`src/rtl/conv_pkg.sv`:
```
// conv_pkg: shared constants, FSM state type and helpers for the
// convolution window feeder (conv_window_feeder, conv_row_shift).
//   ROW_W    bits per image row
//   FILT_W   bits per filter row
//   WIN_ROWS image rows per window
//   K_ROWS   filter rows; also new rows needed per subsequent window
package conv_pkg;

  localparam int unsigned ROW_W    = 10;
  localparam int unsigned FILT_W   = 6;
  localparam int unsigned WIN_ROWS = 5;
  localparam int unsigned K_ROWS   = 3;

  typedef enum logic [1:0] {
    IDLE,
    FILT,
    FILL,
    ISSUE
  } state_t;

  // 3-bit counter increment that sticks at 7
  function automatic logic [2:0] sat_inc3(input logic [2:0] v);
    return (v == 3'd7) ? v : v + 3'd1;
  endfunction

endpackage

```
`src/rtl/conv_row_shift.sv`:
```
// conv_row_shift: WIN_ROWS-deep image row register for the window feeder.
// Ports:
//   clk, rst_n   clock, asynchronous active-low reset (clears all rows)
//   wr_en        write wr_data into row wr_idx
//   wr_idx       target row (0 = oldest)
//   wr_data      row payload
//   zero_above   together with wr_en, clear every row above wr_idx
//   slide        move the top KEEP_ROWS rows down to rows 0..KEEP_ROWS-1
//   rows         packed window, row k at [ROW_W*k +: ROW_W]
module conv_row_shift #(
  parameter int unsigned ROW_W     = conv_pkg::ROW_W,
  parameter int unsigned WIN_ROWS  = conv_pkg::WIN_ROWS,
  parameter int unsigned KEEP_ROWS = conv_pkg::WIN_ROWS - conv_pkg::K_ROWS
) (
  input  logic                      clk,
  input  logic                      rst_n,
  input  logic                      wr_en,
  input  logic [2:0]                wr_idx,
  input  logic [ROW_W-1:0]          wr_data,
  input  logic                      zero_above,
  input  logic                      slide,
  output logic [WIN_ROWS*ROW_W-1:0] rows
);

  logic [ROW_W-1:0] r [WIN_ROWS];

  always_ff @(posedge clk or negedge rst_n) begin
    if (!rst_n) begin
      for (int unsigned k = 0; k < WIN_ROWS; k++) r[k] <= '0;
    end else if (slide) begin
      // Rows above the retained overlap are cleared; they are always
      // rewritten before the next window issues.
      for (int unsigned k = 0; k < WIN_ROWS; k++) begin
        if (k < KEEP_ROWS) r[k] <= r[(k + WIN_ROWS - KEEP_ROWS) % WIN_ROWS];
        else               r[k] <= '0;
      end
    end else if (wr_en) begin
      for (int unsigned k = 0; k < WIN_ROWS; k++) begin
        if (wr_idx == 3'(k))                    r[k] <= wr_data;
        else if (zero_above && (3'(k) > wr_idx)) r[k] <= '0;
      end
    end
  end

  always_comb begin
    rows = '0;
    for (int unsigned k = 0; k < WIN_ROWS; k++) rows[ROW_W*k +: ROW_W] = r[k];
  end

endmodule

```
`src/rtl/conv_window_feeder.sv`:
```
// conv_window_feeder: assembles 3-row filters and 5-row image windows from a
// valid/ready row stream and hands windows to the PE array.
// Ports:
//   clk, rst_n            clock, asynchronous active-low reset
//   s_valid/s_ready       input row handshake (s_ready is a decode of state)
//   s_data                row payload (filter rows use the low FILT_W bits)
//   s_is_filter, s_last   beat is a filter row / last image row of frame
//   m_valid/m_ready       window handshake
//   pe_in, pe_filter      window rows and filter rows (row 0 at LSBs)
//   win_cnt               windows handed off, 8-bit wrapping
//   err                   sticky protocol error (wrong beat type)
// Build option: CONV_WINDOW_FEEDER_ZPAD_EN zero-pads and issues a window cut
// short by s_last; otherwise such a window is discarded.
module conv_window_feeder #(
  parameter int unsigned ROW_W    = conv_pkg::ROW_W,
  parameter int unsigned FILT_W   = conv_pkg::FILT_W,
  parameter int unsigned WIN_ROWS = conv_pkg::WIN_ROWS,
  parameter int unsigned K_ROWS   = conv_pkg::K_ROWS
) (
  input  logic                      clk,
  input  logic                      rst_n,
  input  logic                      s_valid,
  output logic                      s_ready,
  input  logic [ROW_W-1:0]          s_data,
  input  logic                      s_is_filter,
  input  logic                      s_last,
  output logic                      m_valid,
  input  logic                      m_ready,
  output logic [WIN_ROWS*ROW_W-1:0] pe_in,
  output logic [K_ROWS*FILT_W-1:0]  pe_filter,
  output logic [7:0]                win_cnt,
  output logic                      err
);
  import conv_pkg::*;

  localparam int unsigned KEEP = WIN_ROWS - K_ROWS;

`ifdef CONV_WINDOW_FEEDER_ZPAD_EN
  localparam logic   ZPAD        = 1'b1;
  localparam state_t TRUNC_STATE = ISSUE;
`else
  localparam logic   ZPAD        = 1'b0;
  localparam state_t TRUNC_STATE = IDLE;
`endif

  state_t           state, state_n;
  logic [2:0]       cnt, cnt_n, fcnt, fcnt_n;
  logic             frame_end, frame_end_n;
  logic [FILT_W-1:0] filt [K_ROWS];

  logic             acc, last_row;
  logic [2:0]       wr_idx, filt_idx;
  logic             wr_en, zero_above, slide, filt_we, err_set, win_inc;

  assign acc      = s_valid && s_ready;
  // IDLE always restarts at row 0 regardless of any stale count
  assign wr_idx   = (state == IDLE) ? '0 : cnt;
  assign filt_idx = (state == IDLE) ? '0 : fcnt;
  assign last_row = (wr_idx == 3'(WIN_ROWS - 1));

  // State register
  always_ff @(posedge clk or negedge rst_n) begin
    if (!rst_n) state <= IDLE;
    else        state <= state_n;
  end

  // Next-state logic
  always_comb begin
    state_n = state;
    case (state)
      IDLE:
        if (acc) begin
          if (s_is_filter) state_n = FILT;
          else if (s_last) state_n = TRUNC_STATE;
          else             state_n = FILL;
        end
      FILT:
        if (acc && s_is_filter && (fcnt == 3'(K_ROWS - 1))) state_n = FILL;
      FILL:
        if (acc && !s_is_filter) begin
          if (last_row)    state_n = ISSUE;
          else if (s_last) state_n = TRUNC_STATE;
        end
      ISSUE:
        if (m_ready) state_n = frame_end ? IDLE : FILL;
      default: state_n = IDLE;
    endcase
  end

  // Output / datapath control decode
  always_comb begin
    s_ready     = rst_n && (state != ISSUE);
    cnt_n       = cnt;
    fcnt_n      = fcnt;
    frame_end_n = frame_end;
    wr_en       = 1'b0;
    zero_above  = 1'b0;
    slide       = 1'b0;
    filt_we     = 1'b0;
    err_set     = 1'b0;
    win_inc     = 1'b0;
    case (state)
      IDLE:
        if (acc) begin
          if (s_is_filter) begin
            filt_we     = 1'b1;
            fcnt_n      = 3'd1;
            frame_end_n = 1'b0;
          end else begin
            wr_en       = 1'b1;
            cnt_n       = 3'd1;
            frame_end_n = s_last;
            zero_above  = ZPAD && s_last;
          end
        end
      FILT:
        if (acc) begin
          if (s_is_filter) begin
            filt_we = 1'b1;
            fcnt_n  = sat_inc3(fcnt);
            if (fcnt == 3'(K_ROWS - 1)) cnt_n = '0;
          end else begin
            err_set = 1'b1;
          end
        end
      FILL:
        if (acc) begin
          if (s_is_filter) begin
            err_set = 1'b1;
          end else begin
            wr_en       = 1'b1;
            cnt_n       = sat_inc3(cnt);
            frame_end_n = s_last;
            zero_above  = ZPAD && s_last;
          end
        end
      ISSUE:
        if (m_ready) begin
          win_inc     = 1'b1;
          frame_end_n = 1'b0;
          if (!frame_end) begin
            slide = 1'b1;
            cnt_n = 3'(KEEP);
          end
        end
      default: ;
    endcase
  end

  always_ff @(posedge clk or negedge rst_n) begin
    if (!rst_n) begin
      cnt       <= '0;
      fcnt      <= '0;
      frame_end <= 1'b0;
      m_valid   <= 1'b0;
      win_cnt   <= '0;
      err       <= 1'b0;
      for (int unsigned j = 0; j < K_ROWS; j++) filt[j] <= '0;
    end else begin
      cnt       <= cnt_n;
      fcnt      <= fcnt_n;
      frame_end <= frame_end_n;
      m_valid   <= (state_n == ISSUE);
      if (win_inc) win_cnt <= win_cnt + 8'd1;
      if (err_set) err <= 1'b1;
      for (int unsigned j = 0; j < K_ROWS; j++)
        if (filt_we && (filt_idx == 3'(j))) filt[j] <= s_data[FILT_W-1:0];
    end
  end

  always_comb begin
    pe_filter = '0;
    for (int unsigned j = 0; j < K_ROWS; j++) pe_filter[FILT_W*j +: FILT_W] = filt[j];
  end

  conv_row_shift #(
    .ROW_W    (ROW_W),
    .WIN_ROWS (WIN_ROWS),
    .KEEP_ROWS(KEEP)
  ) u_rows (
    .clk       (clk),
    .rst_n     (rst_n),
    .wr_en     (wr_en),
    .wr_idx    (wr_idx),
    .wr_data   (s_data),
    .zero_above(zero_above),
    .slide     (slide),
    .rows      (pe_in)
  );

endmodule

```
`config.mk`:
```
export PLATFORM = sky130hd
export DESIGN_NAME = conv_window_feeder
export DESIGN_NICKNAME = d
export VERILOG_FILES = /design/src/rtl/conv_pkg.sv /design/src/rtl/conv_row_shift.sv /design/src/rtl/conv_window_feeder.sv
export SDC_FILE = /design/constraint.sdc
export NUM_CORES = 1
export LEC_CHECK = 0
export CAP_MARGIN = 10
export CORE_MARGIN = 4
export CORE_UTILIZATION = 50
export CTS_CLUSTER_DIAMETER = 100
export DETAILED_ROUTE_END_ITERATION = 10
export PLACE_DENSITY = 0.83
export SYNTH_ARGS = -nofsm -noshare
export SYNTH_HDL_FRONTEND = slang
export SYNTH_SLANG_ARGS = --single-unit
```
`constraint.sdc`:
```
create_clock -name clk -period 2.25 [get_ports clk]
set_input_delay 0.45 -clock clk [delete_from_list [all_inputs] [get_ports clk]]
set_output_delay 0.45 -clock clk [all_outputs]
set_load 0.01 [all_outputs]
```
==> impl_metrics.json <==
{
  "yosysWarnings": 0,
  "ir_drop_mv": 0.5380,
  "die-area_um2": 9688,
  "route.detailed.drc": 0,
  "place_congestion": 0.9593,
  "hold_viol": 0,
  "max_freq_mhz": 466.8,
  "path_max_fanout": 7,
  "routedWlPerCell_um": 16.76,
  "powerDensity_nw_per_um2": 983.4,
  "clkSinkCount": 87,
  "regArea_um2": 2177,
  "report.final.setup_viol": 0,
  "drtIter0Drc": 167,
  "crit_path_top_delay_cell": "dfrtp_1",
  "cts_tree": "built",
  "first_pass_iters": 4,
  "drv_slew": 0,
  "cp-start-kind": "register",
  "area_delta_synth_final_pct": 34.76,
  "coreArea_um2": 7848,
  "synthArstFlopShare": 1.000,
  "worstMarginPinSlew_ns": 0.6275,
  "rows": 32,
  "clk_path_buf_depth": 2,
  "cts_buffers": 9,
  "nets": 498,
  "crit_path_max_incr_delay_ns": 0.41,
  "hpwl_um": 7073,
  "vias": 3091,
  "syn_nets": 384,
  "place_area_um2": 5283,
  "status": "complete, no violations",
  "multiInputGateArea_um2": 1790,
  "reg2reg_to": "u_rows.rows[15]",
  "rrSetupSlack_ns": 0.11,
  "synth_seq_cells": 87,
  "path_cells": "inv_1, ha_1, nor2b_2, buf_4, nand3_1, nor3_2, buf_4, mux2i_1, o21ai_1",
  "layoutNonFillerInstCount": 579,
  "design_area_um2": 5510,
  "antenna_cells": 0,
  "ys_types": 47,
  "grt_setup_unrepaired": "false",
  "maxSlewHeadroom": 0.5817,
  "critical_path_buf_inv_count": 3,
  "crit_required_ns": 2.47,
  "worstSetupPathType": "register to register",
  "layout_common_cells": "clkdlybuf4s50_1 (93), dfrtp_1 (87), mux2i_1 (52)",
  "grt_pass1_wl_um": 16330,
  "cp_data_arrival_time_ns": 2.36,
  "grt_usage": 0.2083,
  "via_per_inst": 5.339,
  "syn_avg_cell_area_um2": 11.42,
  "cts-root-buf": "clkbuf_8",
  "die_w_um": 98.43,
  "mostFrequentLayoutCell": "clkdlybuf4s50_1",
  "drive_gt1_frac": 0.1509,
  "ys_seq_area_frac": 0.5324,
  "p_leak_nw": 2.631,
  "finalWirelength_um": 9705,
  "cp_top_family": "buffers and inverters",
  "dp.cells": 562,
  "fill_cells": 606,
  "port-buffer-count": 94,
  "cap_viol_max_count": 0,
  "synthFlopType": "dfrtp_1",
  "grt_pass1_vias": 3233,
  "fin_crit_sh": 0.9521,
  "die_y_um": 98.43,
  "drtAntennaViolNets": 0,
  "crit_path_end_kind": "register",
  "synth_cells": 358,
  "overflow": 0,
  "reg2reg_depth": 9,
  "synth_edf_count": 0,
  "grt_max_degree": 52,
  "clock_skew_ns": 0.01214,
  "min_period_ns": 2.142,
  "r2r_start": "state[0]",
  "clkTransAtPathRegs_ns": 0.09,
  "clk_latency_ns": 0.35,
  "hold_path_class": "primary input to asynchronous set/reset pin",
  "htreeDepth": 3,
  "io_pins": 95,
  "start_util": 0.5210,
  "antenna_found_initial": 0,
  "syn-cell-area_um2": 4089,
  "cpMostUsedCell": "buf_4"
}
==> layout make-up <==
type,instances,share of cell area
sequential,87,0.3951
inverter,9,0.006131
tap,102,0.02316
multi-input combinational,244,0.3249
timing repair buffer,121,0.2121
clock inverter,6,0.01362
clock buffer,10,0.02498
==> Yosys cell counts, types with 3 or more instances <==
library cell	instances	area (µm²)
dfrtp_1	87	2177
mux2i_1	52	520.5
nor2_1	40	150.1
nand2_1	30	112.6
o21ai_0	19	95.09
mux2_2	14	157.7
ha_1	10	125.1
o21ai_1	10	50.05
clkbuf_1	9	33.78
inv_1	9	33.78
a21oi_1	7	35.03
mux2_1	7	78.83
nand3_1	7	35.03
nor2b_1	5	31.28
xnor2_1	5	43.79
nor3_1	4	20.02
a2bb2oi_1	3	26.28
buf_2	3	15.01
buf_4	3	22.52
buf_6	3	33.78
==> flip-flops by register name, indices dropped and copies added, names as in the netlist <==
register / count
err: 1
m_valid: 1
u_rows.rows: 50
frame_end: 1
pe_filter: 18
state: 2
cnt: 3
win_cnt: 8
fcnt: 3
==> power by group <==
group / switching (W) / internal [W]
Sequential: 0.000279 / 0.00193
Combinational: 0.000942 / 0.00113
Clock: 0.000580 / 0.000561
Total: 0.00180 / 0.00362
==> timing repair <==
action	in CTS	in global routing
hold buffers	1	0
buffers inserted	0	0
endpoints found under the setup margin	0	3
hold endpoints to repair	3	0
resized for setup	0	2
==> worst register-to-register path, stage by stage, from the launching register on <==
cell	delay [ns]
dfrtp_1	0.41
inv_1	0.11
ha_1	0.31
nor2b_2	0.21
buf_4	0.15
nand3_1	0.09
nor3_2	0.18
buf_4	0.24
mux2i_1	0.23
o21ai_1	0.10
==> logic make-up after synthesis <==
logic type | Yosys count | share of synthesized area
adder cells (fa/ha/maj) | 10 | 0.03060
multiplexers | 73 | 0.1851
flip-flops | 87 | 0.5324
XOR/XNOR | 7 | 0.01499
AO/OA/AOI/OAI | 52 | 0.08262
AND/OR/NAND/NOR | 102 | 0.1203
buffers and inverters | 27 | 0.03396
==> layer usage <==
metal / routed length (µm) / track usage
met1: 4220 / 0.2849
met4: 110 / 0.05987
met3: 659 / 0.05591
met2: 4715 / 0.3292
met5: 0 / 0
==> stage by stage <==
| stage | TNS [ns] | hold slack [ns] | setup WS [ns] | util | power, W |
|---|---|---|---|---|---|
| detailed placement | -0.1443 | 0.2688 | -0.02698 | 0.6732 | 0.004302 |
| global placement | 0 | 0.2727 | 0.02828 | 0.6732 | 0.004240 |
| floorplan | 0 | 0.1544 | 0.2494 | - | 0.003189 |
| global route | 0 | 0.2186 | 0.02065 | 0.7022 | 0.005743 |
| finish | 0 | 0.1747 | 0.1078 | 0.7022 | 0.005419 |
| CTS | 0 | 0.1840 | 0.07841 | 0.7015 | 0.005457 |
==> worst max-delay path by stage <==
stage	startpoint	to	slack [ns]	cells after the start
detailed placement	s_valid	pe_filter[6]	-0.03	6
global placement	s_valid	pe_filter[9]	0.03	6
floorplan	state[1]	cnt[1]	0.25	7
finish	state[0]	u_rows.rows[15]	0.11	9
CTS	state[0]	s_ready	0.08	3
global route	state[0]	u_rows.rows[1]	0.02	8
(Power assumes the default switching activity.)
